**src/rtl/fir_pkg.sv**
```systemverilog
// Shared definitions for the FIR coefficient loader: sequencer state
// encoding and default sizing constants.
package fir_pkg;

  localparam int FIR_NUM_TAPS = 41;
  localparam int FIR_COEFF_W  = 16;

  typedef enum logic [1:0] {
    IDLE  = 2'd0,
    LOAD  = 2'd1,
    FLUSH = 2'd2
  } fir_ld_state_t;

endpackage

```
**src/rtl/fir_coeff_loader.sv**
```systemverilog
// Coefficient reload sequencer in front of fir_filter.
// It accepts NUM_TAPS coefficients from the host and writes one tap per cycle
// into the filter while its sample input is muted. It then feeds NUM_TAPS
// zeros to flush the delay line, and pulses done when the live samples return.
// Optional feature macro FIR_COEFF_LOADER_CHECKSUM_EN: checks the modulo-2^COEFF_W
// sum of the burst against load_checksum and flags a mismatch on chk_err.
module fir_coeff_loader
  import fir_pkg::*;
#(
  parameter int NUM_TAPS = FIR_NUM_TAPS,
  parameter int COEFF_W  = FIR_COEFF_W,
  parameter int DATA_W   = 16,
  parameter int SEL_W    = 6
) (
  input  logic               clk,
  input  logic               reset,
  input  logic               load_start,
  input  logic               load_abort,
  input  logic [COEFF_W-1:0] load_checksum,
  input  logic               s_valid,
  input  logic [COEFF_W-1:0] s_data,
  output logic               s_ready,
  input  logic [DATA_W-1:0]  samp_in,
  output logic [DATA_W-1:0]  fir_din,
  output logic               fir_coeff_update,
  output logic [SEL_W-1:0]   fir_coeff_sel,
  output logic [COEFF_W-1:0] fir_new_coeff,
  output logic               busy,
  output logic               done,
  output logic               aborted,
  output logic               chk_err
);

  // The index of the last tap is also the terminal count of the flush counter.
  localparam logic [SEL_W-1:0] LAST_IDX = SEL_W'(NUM_TAPS - 1);

  fir_ld_state_t        r_state;
  fir_ld_state_t        w_next_state;
  logic [SEL_W-1:0]     r_idx;
  logic [SEL_W-1:0]     r_flush_cnt;
  logic                 r_mute;
  logic                 r_busy;
  logic                 r_done;
  logic                 r_aborted;
  logic                 r_update;
  logic [SEL_W-1:0]     r_sel;
  logic [COEFF_W-1:0]   r_coeff;

  logic                 w_start;
  logic                 w_abort;
  logic                 w_accept;
  logic                 w_last_hs;
  logic                 w_flush_end;

  // A start request counts only in IDLE. An abort counts only while a reload or flush is running.
  assign w_start     = (r_state == IDLE) && load_start;
  assign w_abort     = (r_state != IDLE) && load_abort;
  // A handshake in the same cycle as an abort is dropped.
  assign w_accept    = (r_state == LOAD) && s_valid && !w_abort;
  assign w_last_hs   = w_accept && (r_idx == LAST_IDX);
  assign w_flush_end = (r_state == FLUSH) && !w_abort && (r_flush_cnt == LAST_IDX);

  // State register.
  always_ff @(posedge clk) begin
    // NOTE: clocked state is updated with <= so every flop samples pre-edge values.
    if (reset) r_state <= IDLE;
    else       r_state <= w_next_state;
  end

  // Next-state decode.
  always_comb begin
    // NOTE: default assignment first so no path leaves w_next_state unassigned (no latch).
    w_next_state = r_state;
    unique case (r_state)
      IDLE:    if (w_start)                 w_next_state = LOAD;
      LOAD:    if (w_abort)                 w_next_state = IDLE;
               else if (w_last_hs)          w_next_state = FLUSH;
      FLUSH:   if (w_abort || w_flush_end)  w_next_state = IDLE;
      default:                              w_next_state = IDLE;
    endcase
  end

  // State-decoded outputs: the host may push coefficients only in LOAD.
  always_comb begin
    s_ready = 1'b0;
    if (r_state == LOAD) s_ready = 1'b1;
  end

  // Sequencer datapath: tap index, flush counter, mute/busy/done/aborted and the filter update port.
  always_ff @(posedge clk) begin
    if (reset) begin
      r_idx       <= '0;
      r_flush_cnt <= '0;
      r_mute      <= 1'b0;
      r_busy      <= 1'b0;
      r_done      <= 1'b0;
      r_aborted   <= 1'b0;
      r_update    <= 1'b0;
      r_sel       <= '0;
      r_coeff     <= '0;
    end else begin
      r_update <= 1'b0;
      r_done   <= 1'b0;
      unique case (r_state)
        IDLE: begin
          if (w_start) begin
            r_idx     <= '0;
            r_mute    <= 1'b1;
            r_busy    <= 1'b1;
            r_aborted <= 1'b0;
          end
        end
        LOAD: begin
          if (w_abort) begin
            r_mute    <= 1'b0;
            r_busy    <= 1'b0;
            r_aborted <= 1'b1;
          end else if (w_accept) begin
            r_sel    <= r_idx;
            r_coeff  <= s_data;
            r_update <= 1'b1;
            if (w_last_hs) r_flush_cnt <= '0;
            else           r_idx       <= r_idx + SEL_W'(1);
          end
        end
        FLUSH: begin
          if (w_abort) begin
            r_mute    <= 1'b0;
            r_busy    <= 1'b0;
            r_aborted <= 1'b1;
          end else if (w_flush_end) begin
            r_mute <= 1'b0;
            r_busy <= 1'b0;
            r_done <= 1'b1;
          end else begin
            r_flush_cnt <= r_flush_cnt + SEL_W'(1);
          end
        end
        default: ;
      endcase
    end
  end

`ifdef FIR_COEFF_LOADER_CHECKSUM_EN
  logic [COEFF_W-1:0] r_sum;
  logic [COEFF_W-1:0] r_chk_target;
  logic               r_chk_err;
  logic [COEFF_W-1:0] w_sum_next;

  assign w_sum_next = r_sum + s_data;

  // Running modulo-2^COEFF_W sum of accepted coefficients, compared on the final handshake.
  always_ff @(posedge clk) begin
    if (reset) begin
      r_sum        <= '0;
      r_chk_target <= '0;
      r_chk_err    <= 1'b0;
    end else if (w_start) begin
      r_sum        <= '0;
      r_chk_target <= load_checksum;
      r_chk_err    <= 1'b0;
    end else if (w_accept) begin
      r_sum <= w_sum_next;
      if (w_last_hs && (w_sum_next != r_chk_target)) r_chk_err <= 1'b1;
    end
  end

  assign chk_err = r_chk_err;
`else
  logic w_unused_checksum;
  assign w_unused_checksum = ^load_checksum;
  assign chk_err           = 1'b0;
`endif

  // The filter input is muted with a combinational mux on a registered select. This adds no latency when unmuted.
  assign fir_din          = r_mute ? '0 : samp_in;
  assign fir_coeff_update = r_update;
  assign fir_coeff_sel    = r_sel;
  assign fir_new_coeff    = r_coeff;
  assign busy             = r_busy;
  assign done             = r_done;
  assign aborted          = r_aborted;

endmodule

```
**config.mk**
```make
export PLATFORM = sky130hd
export DESIGN_NAME = fir_coeff_loader
export DESIGN_NICKNAME = d
export VERILOG_FILES = /design/src/rtl/fir_pkg.sv /design/src/rtl/fir_coeff_loader.sv
export SDC_FILE = /design/constraint.sdc
export NUM_CORES = 1
export LEC_CHECK = 0
export ABC_AREA = 1
export BUFFER_PORTS_ARGS = -buffer_cell sky130_fd_sc_hd__clkbuf_2
export CAP_MARGIN = 0
export CORE_MARGIN = 1
export CORE_UTILIZATION = 46
export CTS_CLUSTER_DIAMETER = 150
export DETAILED_ROUTE_END_ITERATION = 6
export GPL_TIMING_DRIVEN = 1
export PLACE_DENSITY = 0.77
export REMOVE_ABC_BUFFERS = 1
export SLEW_MARGIN = 25
export SYNTH_ARGS = -nofsm -noshare
export SYNTH_HDL_FRONTEND = slang
export SYNTH_SLANG_ARGS = --single-unit
```
**constraint.sdc**
```tcl
create_clock -name clk -period 2 [get_ports clk]
set_input_delay 0.1 -clock clk [delete_from_list [all_inputs] [get_ports clk]]
set_output_delay 0.1 -clock clk [all_outputs]
set_load 0.01 [all_outputs]
```
==> flow_metrics.py <==
metrics = {
    "run_status": {
        "status": "completed",
    },
    "critical_path": {
        "r2r_cells": 10,
        "arrival_ps": 1820,
        "rr_endpoint": "r_flush_cnt[1]",
        "path_class": "register to register",
        "reg2reg_from": "r_state[0]",
        "reg2reg_slack_ps": 370,
        "max_stage_delay_ps": 350,
        "cp_max_fo": 6,
        "cp_slowest_cell": "dfxtp_1",
        "crit_top_cell": "nor2_1",
        "critPathCaptureType": "register",
        "start_kind": "register",
        "crit_required_ps": 2190,
        "crit_chain": "inv_1, ha_1, nor2_4, nor2_1, nand2_1, nand2_2, nand2_4, inv_2, nor2_1, nor2_1",
    },
    "cts": {
        "path_clk_slew_ps": 80,
        "cts_setup_buffers": 0,
        "cts_hold_buffers": 0,
        "worstSkewPairLatency_ps": 290,
        "cts_resized": 0,
        "htreeDepth": 2,
        "cts_tree": "yes",
        "cts_max_path_buffers": 2,
        "numCtsBuffers": 5,
        "cts_root_buf": "clkbuf_8",
        "clock_sinks": 40,
    },
    "power": {
        "internal_power_mw": 1.93,
        "switching_share": 0.422,
        "switching_power_mw": 1.41,
        "combPwrFrac": 0.455,
        "clockPowerShare": 0.198,
        "power_frac_seq": 0.347,
        "power_density_mw_per_mm2": 1280,
        "p_leak_nw": 1.41,
        "peakVddDrop_uv": 885,
    },
    "timing": {
        "tightestPinTransition_ps": 531,
        "finalHoldViolations": 0,
        "clock.fmax_ghz": 0.614,
        "clock_skew_ps": 4.83,
        "rsz0062_at_grt": "false",
        "slew_viol_final": 0,
        "fin_setup_tns_ps": 0,
        "slew_headroom": 0.646,
        "fin_crit_sh": 0.815,
        "final-setup-viol-count": 0,
        "min_period_ps": 1630,
    },
    "drt": {
        "postRouteWirelength_um": 4520,
        "final_antenna_net_count": 0,
        "drc": 0,
        "viasPerCell": 4.78,
        "detail_route.wl_per_cell_um": 10.3,
        "drt_iter0_markers": 97,
        "drtPass1Iterations": 4,
        "vias": 2087,
    },
    "cells_and_area": {
        "final-instance-count-excl-fill": 437,
        "drive_gt1_frac": 0.279,
        "antenna_cells": 0,
        "finalNetCount": 446,
        "syn_to_final_growth_pct": 26.3,
    },
    "global_routing": {
        "track_usage": 0.210,
        "grt_max_degree": 22,
        "grt.overflow.total": 0,
        "antenna_found_initial": 0,
        "grt_first_pass_wirelength_um": 7430,
        "first_global_vias": 1850,
    },
    "logic_synthesis": {
        "synth-edff-count": 0,
        "synthArstFlopShare": 0,
        "synth.most_common_cell": "nor2_1",
        "ys_ff_latch": 40,
        "synthTopCellsByArea": "dfxtp_1, nor2_1, inv_1",
        "netlist.top_cell.by_area": "dfxtp_1",
        "ys_seq_area_frac": 0.388,
        "ys.flop_type": "dfxtp_1",
        "synth_top_area_frac": 0.388,
        "synth_cell_types": 23,
        "syn_area_per_cell_um2": 6.76,
        "synth.cells.most_frequent": "nor2_1, inv_1, dfxtp_1, nand2_1, o21ai_0",
        "ys_warn_count": 0,
        "netlist_instances": 305,
        "syn_area_mm2": 0.00206,
    },
    "place": {
        "dp_cells": 429,
        "place_congestion": 0.829,
        "port-buffer-count": 79,
        "dpl.hpwl_um": 3440,
    },
    "floorplanning": {
        "die_width_um": 69.0,
        "io_pins": 97,
        "initial_core_util": 0.498,
        "die_area_mm2": 0.00475,
        "row_count": 23,
        "die_y_um": 69.0,
        "core_area_mm2": 0.00414,
    },
    "hold_path": {
        "hp-class": "input pin to register",
        "whs_path_depth": 3,
        "hp-start": "s_data[11]",
        "hold_end": "fir_new_coeff[11]",
    },
    "flow_run": {
        "cap_violations": 0,
    },
}
-- worst max path at each step --
stage          slack (ps)        from  cells past startpoint        endpoint
6_report              370  r_state[0]                     10  r_flush_cnt[1]
5_1_grt               180  r_state[1]                      7        r_idx[4]
4_1_cts               380  r_state[0]                     10  r_flush_cnt[1]
3_5_place_dp          390  r_state[1]                      7        r_idx[3]
3_3_place_gp          450  r_state[0]                      8        r_idx[5]
2_1_floorplan          40  r_state[1]                      9  r_flush_cnt[0]
-- per-stage QoR --
| stage | total power, mW | setup slack, ps | utilization | hold WS, ps | cell area [um2] |
|---|---|---|---|---|---|
| after floorplan | 2.20 | 36.9 | - | 169 | 1990 |
| after global placement | 2.64 | 447 | 0.601 | 322 | 2490 |
| after detailed placement | 2.70 | 385 | 0.601 | 329 | 2490 |
| after CTS | 3.36 | 382 | 0.628 | 23.8 | 2600 |
| after global routing | 3.65 | 183 | 0.628 | 26.3 | 2600 |
| final | 3.33 | 370 | 0.628 | 25.7 | 2600 |
-- power by group through the flow --
| stage | sequential (mW) | clock (mW) | combinational (mW) |
|---|---|---|---|
| 3_5_place_dp | 1.17 | 0 | 1.52 |
| 5_1_grt | 1.19 | 0.707 | 1.75 |
| 4_1_cts | 1.16 | 0.673 | 1.53 |
| 6_report | 1.16 | 0.661 | 1.52 |
| 3_3_place_gp | 1.17 | 0 | 1.47 |
| 2_1_floorplan | 1.20 | 0 | 1.00 |
-- final cells by class --
| cell class | count | area, um2 |
|---|---|---|
| multi-input combinational | 206 | 1010 |
| sequential | 40 | 801 |
| inverter | 48 | 180 |
| tap | 50 | 62.6 |
| clock inverter | 3 | 42.5 |
| clock buffer | 5 | 68.8 |
| timing repair buffer | 85 | 440 |
| fill | 389 | 1540 |
-- kinds of logic after synthesis --
logic type	after synthesis	share of synthesized area
other cells	1	0.00182
buf+inv	59	0.123
simple gates	152	0.331
flops	40	0.388
compound gates	46	0.113
fa+ha+maj	7	0.0425
-- state kept, by name (all words and copies together) (netlist names) --
| name | count |
|---|---|
| done | 1 |
| fir_coeff_sel | 6 |
| fir_coeff_update | 1 |
| busy | 1 |
| fir_new_coeff | 16 |
| aborted | 1 |
| r_state | 2 |
| r_flush_cnt | 6 |
| r_idx | 6 |
-- worst max-delay path, delay by kind of cell, from the launching register on --
| kind | cells | cell delay [ps] |
|---|---|---|
| simple gates | 7 | 760 |
| flops | 1 | 350 |
| fa+ha+maj | 1 | 290 |
| buf+inv | 2 | 130 |
-- per-layer routing --
layer / GRT usage / routed length, um / up-vias
met3: 0.0559 / 201 / 6
li1: - / - / 1099
met5: 0 / 0 / -
met2: 0.385 / 2260 / 57
met1: 0.235 / 2000 / 925
met4: 0.0587 / 55 / 0
-- cells in the final DEF (no fill, tap or decap) --
master,n
nor2_4,2
nor3_1,4
o21ai_0,23
a21oi_1,15
inv_1,45
buf_4,6
clkinv_2,1
ha_1,7
nand2_4,4
nand4_1,4
dfxtp_1,40
clkbuf_2,79
inv_2,3
nand2_1,38
a21oi_2,1
bufinv_16,1
clkinvlp_4,1
nor4_1,1
o21ai_1,7
nand2_2,3
nor2_1,82
nand3_4,2
nand3_1,12
conb_1,1
clkbuf_8,5
Note: power is estimated with default switching activity, not from simulation.
